File: config.mk
export PLATFORM = sky130hd
export DESIGN_NAME = sdram_burst_sched
export DESIGN_NICKNAME = d
export VERILOG_FILES = /design/src/rtl/sdram_sched_pkg.sv /design/src/rtl/sdram_rr_picker.sv /design/src/rtl/sdram_burst_sched.sv
export SDC_FILE = /design/constraint.sdc
export NUM_CORES = 1
export LEC_CHECK = 0
export BUFFER_PORTS_ARGS = -buffer_cell sky130_fd_sc_hd__buf_2
export CORE_ASPECT_RATIO = 0.6
export CORE_MARGIN = 2
export CORE_UTILIZATION = 45
export CTS_CLUSTER_DIAMETER = 200
export DETAILED_ROUTE_END_ITERATION = 6
export PLACE_DENSITY = 0.7
export SLEW_MARGIN = 20
export SYNTH_ARGS = -nofsm -noshare
export SYNTH_HDL_FRONTEND = slang
export SYNTH_SLANG_ARGS = --single-unit
export TNS_END_PERCENT = 100
File: constraint.sdc
create_clock -name CLK -period 9.11 [get_ports CLK]
set_clock_uncertainty 0.2 [all_clocks]
set_input_delay 2.733 -clock CLK [delete_from_list [all_inputs] [get_ports CLK]]
set_output_delay 2.733 -clock CLK [all_outputs]
set_load 0.02 [all_outputs]
File: src/rtl/sdram_sched_pkg.sv
// Shared FSM encoding and helpers for the SDRAM burst scheduler.
package sdram_sched_pkg;

  localparam logic [1:0] IDLE = 2'd0;
  localparam logic [1:0] REQ  = 2'd1;
  localparam logic [1:0] XFER = 2'd2;
  localparam logic [1:0] UPDT = 2'd3;

  // Widest address the advance helper handles; callers zero-extend ASIZE-bit values.
  localparam int ADDR_MAX_W = 32;
  typedef logic [ADDR_MAX_W-1:0] addr_t;

  typedef struct packed {
    logic  wrap;
    addr_t addr;
  } adv_t;

  function automatic int ch_id_w(input int num_ch);
    return (num_ch > 1) ? $clog2(num_ch) : 1;
  endfunction

  // Step to the next burst only if that whole burst still ends at or below max; else wrap to base.
  function automatic adv_t addr_advance(input addr_t addr, input addr_t base,
                                        input addr_t max_addr, input addr_t len);
    logic [ADDR_MAX_W:0] next_end;
    adv_t                r;
    // NOTE: blocking '=' is right for function/combinational temporaries; they are not state.
    next_end = {1'b0, addr} + {1'b0, len} + {1'b0, len};
    if (next_end <= {1'b0, max_addr}) begin
      r.wrap = 1'b0;
      r.addr = addr + len;
    end else begin
      r.wrap = 1'b1;
      r.addr = base;
    end
    return r;
  endfunction

endpackage

File: src/rtl/sdram_rr_picker.sv
// Combinational channel picker: rotating round-robin from ptr+1, or fixed priority (reads, then low index).
module sdram_rr_picker #(
  parameter int                NUM_CH   = 4,
  parameter logic [NUM_CH-1:0] CH_IS_RD = '0,
  parameter int                CH_ID_W  = 2
) (
  input  logic [NUM_CH-1:0]  req,
  input  logic [CH_ID_W-1:0] ptr,
  input  logic               mode,
  output logic               valid,
  output logic [CH_ID_W-1:0] index
);

  always_comb begin
    // NOTE: outputs get defaults before any branch so no path leaves them unassigned (no latch).
    valid = 1'b0;
    index = '0;
    if (mode) begin
      // Downward scans: the last hit is the lowest index, and the read scan overrides the write scan.
      for (int i = NUM_CH - 1; i >= 0; i--) begin
        if (req[i] && !CH_IS_RD[i]) begin
          valid = 1'b1;
          index = CH_ID_W'(i);
        end
      end
      for (int i = NUM_CH - 1; i >= 0; i--) begin
        if (req[i] && CH_IS_RD[i]) begin
          valid = 1'b1;
          index = CH_ID_W'(i);
        end
      end
    end else begin
      for (int k = NUM_CH; k >= 1; k--) begin
        if (req[(int'(ptr) + k) % NUM_CH]) begin
          valid = 1'b1;
          index = CH_ID_W'((int'(ptr) + k) % NUM_CH);
        end
      end
    end
  end

endmodule

File: src/rtl/sdram_burst_sched.sv
// N-channel SDRAM burst scheduler: arbitrates channel FIFOs, issues one burst at a time,
// and advances each channel's ring address after its burst completes.
module sdram_burst_sched
  import sdram_sched_pkg::*;
#(
  parameter int                NUM_CH     = 4,
  parameter logic [NUM_CH-1:0] CH_IS_RD   = 4'b0011,
  parameter int                ASIZE      = 22,
  parameter int                LEN_W      = 9,
  parameter int                LVL_W      = 16,
  parameter int                FIFO_DEPTH = 512,
  parameter int                PRIO_MODE  = 0
) (
  input  logic                      CLK,
  input  logic                      RESET,
  input  logic [NUM_CH-1:0]         CH_EN,
  input  logic [NUM_CH-1:0]         CH_LOAD,
  input  logic [NUM_CH*ASIZE-1:0]   CH_BASE_ADDR,
  input  logic [NUM_CH*ASIZE-1:0]   CH_MAX_ADDR,
  input  logic [NUM_CH*LEN_W-1:0]   CH_LENGTH,
  input  logic [NUM_CH*LVL_W-1:0]   CH_LEVEL,
  output logic                      BURST_REQ,
  output logic                      BURST_WR,
  output logic [ASIZE-1:0]          BURST_ADDR,
  output logic [LEN_W-1:0]          BURST_LEN,
  output logic [$clog2(NUM_CH)-1:0] BURST_CH,
  input  logic                      BURST_ACK,
  input  logic                      BURST_DONE,
  output logic [NUM_CH-1:0]         CH_GRANT,
  output logic [NUM_CH-1:0]         CH_WRAP,
  output logic                      PROTO_ERR
);

  localparam int CH_ID_W = ch_id_w(NUM_CH);
  typedef logic [LVL_W:0] lvl_ext_t;

  logic [1:0]         state;
  logic [ASIZE-1:0]   ch_addr [NUM_CH];
  logic [LEN_W-1:0]   ch_len  [NUM_CH];
  logic [CH_ID_W-1:0] rr_ptr;
  logic               load_hit;
  logic [NUM_CH-1:0]  elig;
  logic               pick_valid;
  logic [CH_ID_W-1:0] pick_idx;
  adv_t               adv;

  for (genvar g = 0; g < NUM_CH; g++) begin : g_elig
    lvl_ext_t level, free_words, need;
    assign level      = {1'b0, CH_LEVEL[g*LVL_W +: LVL_W]};
    assign free_words = lvl_ext_t'(FIFO_DEPTH) - level;
    assign need       = lvl_ext_t'(ch_len[g]);
    // A borrow in free_words means the read FIFO reports more than full: treat as no room.
    assign elig[g] = CH_EN[g] && !CH_LOAD[g] && (ch_len[g] != '0) &&
                     (CH_IS_RD[g] ? (!free_words[LVL_W] && (free_words >= need))
                                  : (level >= need));
  end

  sdram_rr_picker #(
    .NUM_CH   (NUM_CH),
    .CH_IS_RD (CH_IS_RD),
    .CH_ID_W  (CH_ID_W)
  ) u_picker (
    .req   (elig),
    .ptr   (rr_ptr),
    .mode  (PRIO_MODE != 0),
    .valid (pick_valid),
    .index (pick_idx)
  );

  assign adv = addr_advance(addr_t'(ch_addr[BURST_CH]),
                            addr_t'(CH_BASE_ADDR[BURST_CH*ASIZE +: ASIZE]),
                            addr_t'(CH_MAX_ADDR[BURST_CH*ASIZE +: ASIZE]),
                            addr_t'(ch_len[BURST_CH]));

  always_ff @(posedge CLK) begin
    if (RESET) begin
      state      <= IDLE;
      BURST_REQ  <= 1'b0;
      BURST_WR   <= 1'b0;
      BURST_ADDR <= '0;
      BURST_LEN  <= '0;
      BURST_CH   <= '0;
      CH_GRANT   <= '0;
      CH_WRAP    <= '0;
      PROTO_ERR  <= 1'b0;
      rr_ptr     <= CH_ID_W'(NUM_CH - 1);
      load_hit   <= 1'b0;
      // NOTE: the per-channel arrays are real state that arbitration reads, so they are reset too.
      for (int i = 0; i < NUM_CH; i++) begin
        ch_addr[i] <= CH_BASE_ADDR[i*ASIZE +: ASIZE];
        ch_len[i]  <= CH_LENGTH[i*LEN_W +: LEN_W];
      end
    end else begin
      CH_WRAP <= '0;
      if (BURST_DONE && (state != XFER)) PROTO_ERR <= 1'b1;

      for (int i = 0; i < NUM_CH; i++) begin
        if (CH_LOAD[i]) begin
          ch_addr[i] <= CH_BASE_ADDR[i*ASIZE +: ASIZE];
          ch_len[i]  <= CH_LENGTH[i*LEN_W +: LEN_W];
        end
      end
      // Remember a reload of the granted channel so its post-burst advance is skipped.
      if ((state != IDLE) && CH_LOAD[BURST_CH]) load_hit <= 1'b1;

      case (state)
        IDLE: begin
          if (pick_valid) begin
            state      <= REQ;
            BURST_CH   <= pick_idx;
            BURST_WR   <= !CH_IS_RD[pick_idx];
            BURST_ADDR <= ch_addr[pick_idx];
            BURST_LEN  <= ch_len[pick_idx];
            CH_GRANT   <= {{(NUM_CH-1){1'b0}}, 1'b1} << pick_idx;
            load_hit   <= 1'b0;
            if (PRIO_MODE == 0) rr_ptr <= pick_idx;
          end
        end
        REQ: begin
          if (BURST_REQ && BURST_ACK) begin
            BURST_REQ <= 1'b0;
            state     <= XFER;
          end else begin
            BURST_REQ <= 1'b1;
          end
        end
        XFER: begin
          if (BURST_DONE) state <= UPDT;
        end
        UPDT: begin
          CH_GRANT <= '0;
          state    <= IDLE;
          if (!load_hit && !CH_LOAD[BURST_CH]) begin
            ch_addr[BURST_CH] <= adv.addr[ASIZE-1:0];
            CH_WRAP[BURST_CH] <= adv.wrap;
          end
        end
        default: state <= IDLE;
      endcase
    end
  end

endmodule

Word level (Yosys, flattened, before mapping)
Memories as Yosys holds them, arrays and structs flattened. A register that Yosys moved wholly into a read port is not among the register bits. Cells that the tools add are included.

Memories kept: 2. Input port bits: 288. Register bits after elaboration: 18. Word-level logic and storage cells: 168. Memory bits (writable): 124.

Memory list: ch_addr (words 4, width 22, read ports 2, clocked after memory_dff 2, wr ports 5, line sdram_burst_sched.sv:38) `logic [ASIZE-1:0] ch_addr [NUM_CH];`; ch_len (words 4, width 9, read ports 6, clocked after memory_dff 2, wr ports 4, line sdram_burst_sched.sv:39) `logic [LEN_W-1:0] ch_len [NUM_CH];`.

Bitwise logic cells: 15. Multiplexer cells: 67. Order comparisons: 12. Eq/ne operators: 7. $mul: 1. Shift-type cells: 3. Reductions and logical operators: 43. Add/subtract/negate cells: 9.

Operators with widths (number): 88-bit by 8-bit indexed part select with 22-bit output (2); 22-bit 2-to-1 mux (4); 22-bit by 9-bit adder with 23-bit output (2); 1-bit 2-to-1 mux (37); 9-bit 2-to-1 mux (4); 9-bit nonzero test (4); 17-bit by 9-bit greater-or-equal comparator with 1-bit output (2); 10-bit by 16-bit subtractor with 17-bit output (first input constant) (2); 33-bit 2-to-1 mux (1); 16-bit by 9-bit greater-or-equal comparator with 1-bit output (2); 23-bit by 9-bit adder with 24-bit output (1); 24-bit by 22-bit less-or-equal comparator with 1-bit output (1); 2-bit 2-to-1 mux (11); 1-bit logical AND (19); 3-bit by 4-bit less-than comparator with 1-bit output (second input constant) (4); 1-bit binary-select mux with 2-bit select (6); 1-bit zero test (9); 2-bit != test (second input constant) (4); 1-bit OR (8); 2-bit case mux with 4 select lines (1); 4-bit case mux with 2 select lines (1); 2-bit OR reduction (4); 2-bit by 3-bit less-than comparator with 1-bit output (second input constant) (2); 2-bit by 4-bit multiplier with 6-bit output (second input constant) (1); 16 further kinds (25).

Depth between registers and ports, before layout
Depth after elaboration: 14. Depth in mapped cells: 28. Depth with buffers taken out: 23.

By module
A second synthesis with hierarchy kept.

Cells, all modules: 1144. Area total of the unflattened synthesis: 12557.0 sq um.

Modules (own cells, without submodules): sdram_burst_sched (area each 12460.7 sq um, cells an instance 1129, seq. area each 4724.5 sq um, instances 1); sdram_rr_picker (area each 96.3 sq um, cells an instance 15, seq. area each 0.0 sq um, instances 1).

Least setup slack after synthesis
Ideal clock, no wire load.

Path kind: reg2reg. Start: reg with a tool-made name. End: mem ch_addr[0][17], data pin. Slack: 2.186 ns. Arrival time: 6.464 ns. Cell stages (with the launch flop): 28. Path buffers: 5. Data required time: 8.650 ns. Cells stage by stage: dfxtp_1 buf_2 buf_4 buf_2 clkbuf_1 mux4_2 ha_1 inv_1 fa_1 nor2b_1 o21ai_0 a21boi_0 o21ai_0 a21boi_0 o21a_1 o311ai_0 nor2_1 xor2_1 ha_1 a21o_1 a21o_1 a21oi_1 nor2b_1 or4_1 a31oi_4 buf_4 mux2_2 mux2_2.

RTL lines (line): to (decl) (sdram_burst_sched.sv:38).

==> results by group <==
Clocking
  • Postcts setup bufs: 0
  • Clk root buf: clkbuf_16
  • Post-CTS Resized: 0
  • CTS Buffer Depth: 2
  • Cts bufs inserted: 17
  • H-tree Lvls: 4
  • Reg clk slew, reported paths: 0.07 ns
  • CTS Sinks: 174
  • Clk Latency, worst-skew pair: ~0.45 ns
  • Hold_buf cts: 0
  • TritonCTS clock tree: yes

Logic synthesis
  • Yosys cell types: 60
  • Largest area contributor in the netlist: edfxtp_1
  • Cells after synthesis: around 1100
  • Yosys top cell area share: 0.296
  • Mapped Nets: 1498
  • Post-synth ARST share: 0
  • Syn. warnings: 0
  • Commonest cells post-synth: 124 x edfxtp_1, 108 x nand2_1, 86 x inv_1, 82 x ha_1, 75 x mux4_2
  • EDFF count, synth: 124
  • Synthesized area: around 0.013 sq mm
  • Top cells by area, synth: edfxtp_1 30%, mux4_2 13%, ha_1 8.2%, dfxtp_1 8.0%, mux2i_1 5.7%
  • Ys flop type: edfxtp_1
  • Register area share after synthesis: 0.376
  • #FFs+latches synth: 174
  • Avg Cell Area, Syn: 11.2 sq um
  • Top-count cell post-synth: edfxtp_1

Timing
  • RSZ-0062 raised after global routing: false
  • Final hold viol count: 0
  • Headroom to the max-slew limit: 0.294
  • Worst Max-Slew Pin Slew: 1.06 ns
  • Period utilisation layout: 0.773
  • Final setup fails: 0
  • Setup total negative slack: 0 ns
  • Final Worst Setup Slack: about 2.1 ns
  • Fmax: between 100 and 150 MHz
  • Pins Over Slew Limit: 0
  • Fin crit period: between 7 and 8 ns

Floorplan
  • Ports: 332
  • Area of the core: 0.0275 sq mm
  • Die outline height: 133 microns
  • Rows: 47
  • Starting Density: 0.457
  • Chip width: 220 microns
  • Die ar.: 0.0293 sq mm

Worst setup path
  • Crit-path cells: mux4_2, ha_1, inv_1, fa_1, nor2b_1, o21ai_0, a21boi_0, o21ai_0, a21boi_0, o21a_1, o311ai_0, nor2_1, xor2_1, ha_1, a21o_1, a21o_1, a21oi_1, nor2b_1, or4_1, a31oi_4, buf_4, mux2_2, mux2_2
  • Crit path max-delay family: compound AO/OA/AOI/OAI gates
  • Crit path max-delay cell type: o311ai_0
  • Worst Reg-to-Reg Cells: 23
  • Crit path buffers/inverters: 2
  • R2r endpoint: ch_addr[1][6]
  • Data required, critical path: 9.10 ns
  • Crit Path Class: register to register
  • CP Max Fanout: 28
  • Critical path arrival: 7.03 ns
  • Reg-to-reg setup timing slack: ~2.1 ns
  • Critical path launch point type: register
  • Max stage delay on crit path: 0.78 ns
  • CP Capture Type: register

Power
  • Internal power: 1.96 mW
  • PD cells: 210 mW/mm^2
  • Combinational power share: 0.421
  • Lkg Pwr: 6.44 nW
  • Worst VDD drop: around 0.11 mV
  • Flop pwr share: 0.338
  • Sw frac: 0.385
  • Clock power frac: 0.241
  • Psw: between 1 and 1.5 mW

Place
  • IO buf count: 331
  • Placed cells: 1784
  • DPL Wire Length: 31.9 mm
  • Global placement routability congestion: 0.935
  • Dpl ws: 1.95 ns

Global routing
  • Gr usage total: 0.282
  • Total grt overflow: 0
  • Initial antenna violation count: 4
  • Vias in the first global route: 10400
  • Largest net degree at the start of global routing: 36
  • First-pass GRT wire length: between 60 and 70 mm

Outcome
  • Status: completed

Worst hold path
  • Hold endpoint: BURST_LEN[6]
  • HP Start: BURST_LEN[6]
  • Type of the worst min-delay path: register to register
  • Hold path depth: 2

Detailed routing
  • Routed len/inst: between 20 and 25 microns
  • DRC Markers: 0
  • DR vias: approximately 11000
  • Initial DRC Count: 1313
  • Drt total wl: 41.3 mm
  • Antenna viol nets, final: 0
  • DR pass1 iterations: 5
  • Vias per inst: around 5.9

Cells and area
  • Non-Filler Instances: 1819
  • Syn-to-layout area delta: 20.7%
  • Final core occ: 0.551
  • NumNets Final: 1808
  • Layout cells sized above 1: 0.369

Job
  • Max Cap Viol: 0
-- cells in the final DEF, fill, tap and decap left out, drive strengths merged, types with 4 or more instances in the layout --
cell and count:
buf 346, edfxtp 124, nand2 108, inv 92, ha 82, mux4 75
mux2i 72, mux2 60, nor2 54, o21ai 51, dfxtp 50, a21oi 35
xnor2 34, o221ai 32, xor2 21, nor4 18, clkbuf 17, nor3 17
nand3 16, nand4 13, a211oi 10, nand2b 9, nor2b 9, a31oi 9
a21o 8, o31ai 8, o21a 7, and3 6, or4 6, o211ai 5
or3 4, nand3b 4, and2 4, a21boi 4, a31o 4, or2 4
clkinv 4
-- power by group through the flow --
stage | combinational [mW] | clock, mW | sequential, mW
finish | 1.34 | 0.766 | 1.08
global route | 1.47 | 0.807 | 1.09
CTS | 1.33 | 0.772 | 1.07
global placement | 1.30 | 0 | 1.08
floorplan | 0.892 | 0 | 1.09
detailed placement | 1.32 | 0 | 1.09
-- metrics by stage --
step	cell area (sq um)	hold WS [ns]	power (mW)
2_1_floorplan	12600	0.278	1.98
3_3_place_gp	14600	0.242	2.38
3_5_place_dp	14600	0.242	2.40
4_1_cts	15200	0.263	3.17
5_1_grt	15200	0.284	3.36
6_report	15200	0.265	3.18
-- layout make-up --
class | count | area, sq um
timing repair buffer | 346 | 1770
clock inverter | 15 | 180
antenna | 3 | 7.51
fill | 2417 | 12300
multi-input combinational | 811 | 7280
sequential | 174 | 4730
tap | 367 | 459
clock buffer | 17 | 425
inverter | 86 | 323
-- worst max-delay path by stage --
stage	end	slack [ns]	depth (start not counted)
2_1_floorplan	ch_addr[0][17]	2.19	27
3_3_place_gp	BURST_ADDR[11]	2.12	17
3_5_place_dp	BURST_ADDR[10]	1.95	17
4_1_cts	ch_addr[1][6]	2.15	23
5_1_grt	ch_addr[1][6]	1.68	23
6_report	ch_addr[1][6]	2.07	23
-- kinds of logic after synthesis --
| group | synth area share |
|---|---|
| buffers and inverters | 0.0468 |
| AO/OA/AOI/OAI | 0.103 |
| flip-flops | 0.376 |
| multiplexers | 0.245 |
| AND/OR/NAND/NOR | 0.106 |
| XOR/XNOR | 0.0383 |
| adder cells (fa/ha/maj) | 0.0848 |
-- sequential cells by signal, indices dropped and copies added, names as in the netlist, 2 cells and up, named ones only --
| register | count |
|---|---|
| ch_len | 36 |
| rr_ptr | 2 |
| CH_GRANT | 4 |
| state | 2 |
| ch_addr | 88 |
| BURST_LEN | 9 |
| CH_WRAP | 4 |
| BURST_ADDR | 22 |
-- metal layers --
metal	share of wire	GRT usage	vias to the layer above	wire, microns
met5	0	0	-	0
met4	0.012	0.0686	0	493
met3	0.11	0.0790	39	4590
met2	0.42	0.390	566	17200
met1	0.46	0.431	5260	19000
li1	-	-	4907	-
-- worst reg2reg max path, delay by kind of cell, from the launching register on --
kind	cells	cell delay, ns
AO/OA/AOI/OAI	10	2.42
XOR/XNOR	1	0.19
adder cells (fa/ha/maj)	3	0.75
buffers and inverters	2	0.53
flip-flops	1	0.64
multiplexers	3	1.38
AND/OR/NAND/NOR	4	0.70
Note: power is estimated with default switching activity, not from simulation.
